==> config.mk <==
export PLATFORM = sky130hd
export DESIGN_NAME = rv_rr_arbiter
export DESIGN_NICKNAME = d
export VERILOG_FILES = /design/src/rtl/rv_rr_arbiter.sv
export SDC_FILE = /design/constraint.sdc
export NUM_CORES = 1
export LEC_CHECK = 0
export CAP_MARGIN = 10
export CORE_AREA = 4 4 131 133
export CTS_CLUSTER_SIZE = 16
export DETAILED_ROUTE_END_ITERATION = 7
export DIE_AREA = 0 0 135 137
export PLACE_DENSITY = 0.7
export SYNTH_ARGS = -nofsm -noshare
export SYNTH_HDL_FRONTEND = slang
export SYNTH_SLANG_ARGS = --single-unit
==> constraint.sdc <==
create_clock -name clk -period 2 [get_ports clk]
set_input_delay 0.2 -clock clk [delete_from_list [all_inputs] [get_ports clk]]
set_output_delay 0.2 -clock clk [all_outputs]
set_load 0.005 [all_outputs]
==> src/rtl/rv_rr_arbiter.sv <==
// rv_rr_arbiter: round-robin arbiter that shares one ready/valid word channel
// among NUM_REQ requesters. It accepts one word from the winning requester and
// latches it. It offers the word downstream until the word is accepted, then
// pulses tx_done for one cycle, tagged with the requester ID.
//
// Optional build feature: define ARB_TIMEOUT_EN to add an OFFER-state watchdog.
// The watchdog drops a word that has waited TIMEOUT_CYC cycles and pulses
// timeout_err. Without the macro the arbiter waits indefinitely and
// timeout_err is tied to 0.
//
// Handshake semantics (both sides): a word moves on a rising clk edge exactly
// when valid && ready are both high in the cycle before that edge. Upstream,
// req_ready is a combinational one-hot pulse in IDLE, so req_valid[i] &&
// req_ready[i] means the word has been consumed. Downstream, out_valid stays
// high and out_data/out_id stay stable until out_ready is seen. The only
// exception is the optional watchdog drop.
module rv_rr_arbiter #(
  parameter int NUM_REQ     = 4,
  parameter int DATA_W      = 64,
  parameter int ID_W        = $clog2(NUM_REQ),
  parameter int TIMEOUT_CYC = 16
) (
  input  logic                      clk,
  input  logic                      reset,
  input  logic [NUM_REQ-1:0]        req_valid,
  input  logic [NUM_REQ*DATA_W-1:0] req_data,
  output logic [NUM_REQ-1:0]        req_ready,
  output logic                      out_valid,
  input  logic                      out_ready,
  output logic [DATA_W-1:0]         out_data,
  output logic [ID_W-1:0]           out_id,
  output logic                      tx_done,
  output logic [ID_W-1:0]           done_id,
  output logic                      timeout_err,
  output logic [1:0]                dbg_state
);

  typedef enum logic [1:0] {
    ST_IDLE  = 2'd0,
    ST_OFFER = 2'd1,
    ST_DONE  = 2'd2
  } state_e;

  // The pointer starts at the last requester, so requester 0 wins first.
  localparam logic [ID_W-1:0] PTR_RST = ID_W'(NUM_REQ - 1);

  if (NUM_REQ < 2 || NUM_REQ > 8 || TIMEOUT_CYC < 2) begin : g_bad_param
    $error("rv_rr_arbiter: parameter out of range");
  end

  state_e              state_q, state_d;
  logic [ID_W-1:0]     last_grant_q, last_grant_d;
  logic [DATA_W-1:0]   out_data_q, out_data_d;
  logic [ID_W-1:0]     out_id_q, out_id_d;
  logic [ID_W-1:0]     done_id_q, done_id_d;

  logic                any_req;
  logic                hi_any;
  logic [ID_W-1:0]     lo_win;
  logic [ID_W-1:0]     hi_win;
  logic [ID_W-1:0]     winner;
  logic [DATA_W-1:0]   win_data;

  logic                grant;
  logic                accept;
  logic                tmo_fire;

  // Round-robin pick. The lowest requester above the pointer wins.
  // Otherwise the search wraps to the lowest requester overall.
  always_comb begin
    any_req = 1'b0;
    hi_any  = 1'b0;
    lo_win  = '0;
    hi_win  = '0;
    for (int i = NUM_REQ - 1; i >= 0; i--) begin
      if (req_valid[i]) begin
        any_req = 1'b1;
        lo_win  = ID_W'(i);
      end
      if (req_valid[i] && (ID_W'(i) > last_grant_q)) begin
        hi_any = 1'b1;
        hi_win = ID_W'(i);
      end
    end
    winner = hi_any ? hi_win : lo_win;
  end

  // Select the winner's data slice; other requesters' data is never sampled.
  always_comb begin
    win_data = '0;
    for (int i = 0; i < NUM_REQ; i++) begin
      if (ID_W'(i) == winner) begin
        win_data = req_data[i*DATA_W +: DATA_W];
      end
    end
  end

`ifdef ARB_TIMEOUT_EN
  localparam int              CNT_W    = $clog2(TIMEOUT_CYC) + 1;
  localparam logic [CNT_W-1:0] CNT_LAST = CNT_W'(TIMEOUT_CYC - 1);

  logic [CNT_W-1:0] tmo_cnt_q, tmo_cnt_d;
  logic             timeout_err_q;

  // Watchdog fires on the last permitted stall cycle; acceptance wins over it.
  assign tmo_fire = (state_q == ST_OFFER) && !out_ready && (tmo_cnt_q == CNT_LAST);

  // Stall counter clears on each grant and counts OFFER cycles without ready.
  always_comb begin
    tmo_cnt_d = tmo_cnt_q;
    if (grant) begin
      tmo_cnt_d = '0;
    end else if ((state_q == ST_OFFER) && !out_ready && !tmo_fire) begin
      tmo_cnt_d = tmo_cnt_q + 1'b1;
    end
  end

  // Watchdog counter and one-cycle error pulse registers.
  always_ff @(posedge clk or posedge reset) begin
    if (reset) begin
      tmo_cnt_q     <= '0;
      timeout_err_q <= 1'b0;
    end else begin
      tmo_cnt_q     <= tmo_cnt_d;
      timeout_err_q <= tmo_fire;
    end
  end

  assign timeout_err = timeout_err_q;
`else
  assign tmo_fire    = 1'b0;
  assign timeout_err = 1'b0;
`endif

  // FSM next state and the combinational upstream accept pulse.
  always_comb begin
    state_d   = state_q;
    req_ready = '0;
    grant     = 1'b0;
    accept    = 1'b0;
    case (state_q)
      ST_IDLE: begin
        if (any_req && !reset) begin
          grant     = 1'b1;
          req_ready = NUM_REQ'(1) << winner;
          state_d   = ST_OFFER;
        end
      end
      ST_OFFER: begin
        if (out_ready) begin
          accept  = 1'b1;
          state_d = ST_DONE;
        end else if (tmo_fire) begin
          state_d = ST_IDLE;
        end
      end
      ST_DONE: begin
        state_d = ST_IDLE;
      end
      default: begin
        state_d = ST_IDLE;
      end
    endcase
  end

  // Datapath next values: latch on grant, record ID on completion or drop.
  always_comb begin
    last_grant_d = last_grant_q;
    out_data_d   = out_data_q;
    out_id_d     = out_id_q;
    done_id_d    = done_id_q;
    if (grant) begin
      last_grant_d = winner;
      out_data_d   = win_data;
      out_id_d     = winner;
    end
    if (accept || tmo_fire) begin
      done_id_d = out_id_q;
    end
  end

  // State, pointer and latched-word registers.
  always_ff @(posedge clk or posedge reset) begin
    if (reset) begin
      state_q      <= ST_IDLE;
      last_grant_q <= PTR_RST;
      out_data_q   <= '0;
      out_id_q     <= '0;
      done_id_q    <= '0;
    end else begin
      state_q      <= state_d;
      last_grant_q <= last_grant_d;
      out_data_q   <= out_data_d;
      out_id_q     <= out_id_d;
      done_id_q    <= done_id_d;
    end
  end

  assign out_valid = (state_q == ST_OFFER);
  assign tx_done   = (state_q == ST_DONE);
  assign out_data  = out_data_q;
  assign out_id    = out_id_q;
  assign done_id   = done_id_q;
  assign dbg_state = state_q;

endmodule

==> impl_metrics.env <==
export IMPL_place_congestion=0.8741
export IMPL_tritoncts="done"
export IMPL_slew_viol_final=0
export IMPL_register_area_mm2=0.001804
export IMPL_hold_ws_ns=0.4725
export IMPL_yosysWarnings=0
export IMPL_worst_path_max_fanout=4
export IMPL_worstMarginPinSlew_ns=0.6586
export IMPL_yosysUniqueCellTypes=34
export IMPL_die_x_um=135
export IMPL_hold_path_class="input port to async pin"
export IMPL_violations="setup timing"
export IMPL_rsz0062_at_grt="yes"
export IMPL_seqPwrFrac=0.248
export IMPL_initial_core_util=0.2747
export IMPL_portBuffers=338
export IMPL_crit_type="register to primary output"
export IMPL_finalSetupViolations=1
export IMPL_dpl_hpwl_um=15870
export IMPL_fmax_mhz=495.3
export IMPL_power_leakage_nw=3.756
export IMPL_switching_share=0.3711
export IMPL_drc_errors=0
export IMPL_grt_start_max_net_pins=71
export IMPL_min_period_over_period=1.009
export IMPL_postCtsHoldBufs=0
export IMPL_cts_max_path_buffers=2
export IMPL_final_nets=1117
export IMPL_worst_setup_path_end_kind="primary output"
export IMPL_r2r_start="last_grant_q[0]"
export IMPL_coreArea_mm2=0.01583
export IMPL_power_frac_clock=0.160
export IMPL_synth_nets=767
export IMPL_syn_area_per_cell_um2=8.627
export IMPL_cts_buffers=9
export IMPL_peakVddDrop_mv=0.6251
export IMPL_clkTransAtPathRegs_ns=0.06
export IMPL_drt_wl_total_um=21670
export IMPL_synthCells=504
export IMPL_outcome="complete, but fails checks"
export IMPL_maxCapViolations=0
export IMPL_clkSinkCount=72
export IMPL_grt_use_total=0.2152
export IMPL_p_int_w=0.006582
export IMPL_p_sw_w=0.003883
export IMPL_multi_input_area_mm2=0.002569
export IMPL_drtIter0Drc=335
export IMPL_grt_pass1_wl_um=31060
export IMPL_ys_seq_area_frac=0.4150
export IMPL_netlist_area_mm2=0.004348
export IMPL_nFillCells=1410
export IMPL_cp_top_family="simple AND/OR/NAND/NOR gates"
export IMPL_crit_buf_inv=2
export IMPL_grt_ovfl_total=0
export IMPL_grt_pass1_vias=5841
export IMPL_power_w=0.01046
export IMPL_clock_skew_ns=0.006593
export IMPL_fp_dieH_um=137
export IMPL_post_route_util=0.5681
export IMPL_floorplan_rows=46
export IMPL_path_cells="nor2b_2 -> nor3_4 -> a211o_4 -> buf_6 -> nor3b_2 -> buf_2"
export IMPL_setup_ws_ns=-0.01886
export IMPL_die_area_mm2=0.01850
export IMPL_p_comb_frac=0.592
export IMPL_drtPass1Iterations=5
export IMPL_cts_root_buffer_cell="clkbuf_16"
export IMPL_drive_gt1_frac=0.1537
export IMPL_areaGrowthSynthToFinish_pct=106.8
export IMPL_crit_start="last_grant_q[0]"
export IMPL_route_antenna_remaining_nets=0
export IMPL_crit_path_top_delay_cell="dfstp_2"
export IMPL_htree_num_levels=3
export IMPL_cp_required_ns=1.80
export IMPL_ys_ff_latch=72
export IMPL_insertion_delay_ns=0.34
export IMPL_powerDensity_mw_per_mm2=1164
export IMPL_dp_slack_ns=-0.3605
export IMPL_hold_viol=0
export IMPL_wl_per_cell_um=20.14
export IMPL_via_per_inst=5.333
export IMPL_io_pins=340
export IMPL_arrival_ns=1.82
export IMPL_startpoint_type="register"
export IMPL_finalCriticalPeriod_ns=2.019
export IMPL_vias=5738
export IMPL_slew_headroom=0.5609
export IMPL_antenna_found_initial=1
export IMPL_slowest_delay_ns=0.41
[worst min-delay path, delay by kind of cell]
kind     cells  cell delay (ns)
buf+inv      3             0.76
[stage by stage]
| step | instance area [um2] | setup TNS (ns) | cells |
|---|---|---|---|
| 3_5_place_dp | 8275 | -20.10 | 1049 |
| 6_report | 8992 | -0.01886 | 1076 |
| 5_1_grt | 8992 | -0.5417 | 1076 |
| 2_1_floorplan | 4352 | 0 | 504 |
| 4_1_cts | 8660 | 0 | 1073 |
| 3_3_place_gp | 8275 | -15.64 | 1049 |
[registers in the layout, indices dropped and copies added (netlist names)]
signal and cells:
dbg_state 2, done_id 2, last_grant_q 2, out_data 64
out_id 2
[cell type report]
cell class / count / share of cell area
Timing Repair Buffer: 395 / 0.4464
Multi-Input combinational cell: 371 / 0.2857
Sequential cell: 72 / 0.2006
Tap cell: 216 / 0.03005
Clock buffer: 11 / 0.02811
Clock inverter: 5 / 0.006122
Inverter: 5 / 0.002783
Antenna cell: 1 / 0.0002783
[synth_stat cells (all sizes together)]
cell type,n,area [um2]
a21oi,73,365.4
dfrtp,70,1752
nand2,45,171.4
o22ai,43,269.0
a21o,39,292.8
o221ai,39,341.6
buf,31,153.9
and3,28,175.2
nor2,26,100.1
clkbuf,25,93.84
o31ai,25,187.7
a31oi,22,137.6
o21ai,9,45.04
nor2b,6,37.54
inv,5,18.77
dfstp,2,52.55
mux2,2,22.52
nand2b,2,12.51
nor3,2,10.01
a2111o,1,11.26
a2111oi,1,27.53
a211o,1,8.760
a21boi,1,7.510
conb,1,3.750
nand3,1,5.000
nor3b,1,7.510
o221a,1,11.26
o311a,1,10.01
o311ai,1,16.27
[repair_timing]
action | 4_1_cts | 5_1_grt
pin swaps | 5 | 6
gates resized for setup | 25 | 66
gates cloned | 0 | 1
buffers inserted | 8 | 2
setup endpoints to repair | 34 | 69
[per-layer routing]
metal	track usage	wire, um	up-vias
li1	-	-	2649
met1	0.2437	8259	2736
met2	0.3749	10750	297
met3	0.06507	1875	56
met4	0.09518	791	0
met5	0	0	-
[power groups by stage]
stage | Sequential, W | Clock, W | Combinational [W]
2_1_floorplan | 0.00260 | 0 | 0.00237
3_3_place_gp | 0.00255 | 0 | 0.00557
3_5_place_dp | 0.00257 | 0 | 0.00563
4_1_cts | 0.00256 | 0.00172 | 0.00575
5_1_grt | 0.00268 | 0.00178 | 0.00665
6_report | 0.00259 | 0.00167 | 0.00620
[path summary, 6_finish.rpt]
path / end / cells past startpoint / slack, ns
worst max-delay path: req_ready[3] / 6 / -0.02
worst min-delay path: last_grant_q[1] / 3 / 0.47
worst max register to register: out_data[51] / 7 / 0
worst min register to register: out_data[55] / 1 / 0.47
max in group asynchronous: out_data[36] / 4 / 1.11
min in group clk: out_data[55] / 1 / 0.47
[cell usage in the layout, fill, tap and decap left out, drive strengths merged]
cell	netlist	routed
nand2b	2	2
mux2	2	2
dlygate4sd2	0	2
a21oi	73	73
clkinv	0	2
nor3	2	2
o31ai	25	25
nand2	45	45
clkbuf	25	12
conb	1	1
nand3	1	1
nor2b	6	6
dfstp	2	2
o311ai	1	1
a21o	39	39
a211o	1	1
o22ai	43	43
nor3b	1	1
and3	28	28
buf	31	59
o221a	1	1
clkinvlp	0	3
a31oi	22	22
diode	0	1
a21boi	1	1
dfrtp	70	70
clkdlybuf4s50	0	331
a2111o	1	1
bufinv	0	1
o21ai	9	9
a2111oi	1	1
dlymetal6s2s	0	2
inv	5	4
nor2	26	26
o311a	1	1
o221ai	39	39
[logic make-up after synthesis]
kind of cell,share of synthesized area
and+or+nand+nor,0.1194
muxes,0.005179
other,0.0008625
AOI/OAI and AO/OA,0.3983
buffers and inverters,0.06130
DFF,0.4150
Power figures use the tool's default switching activity.
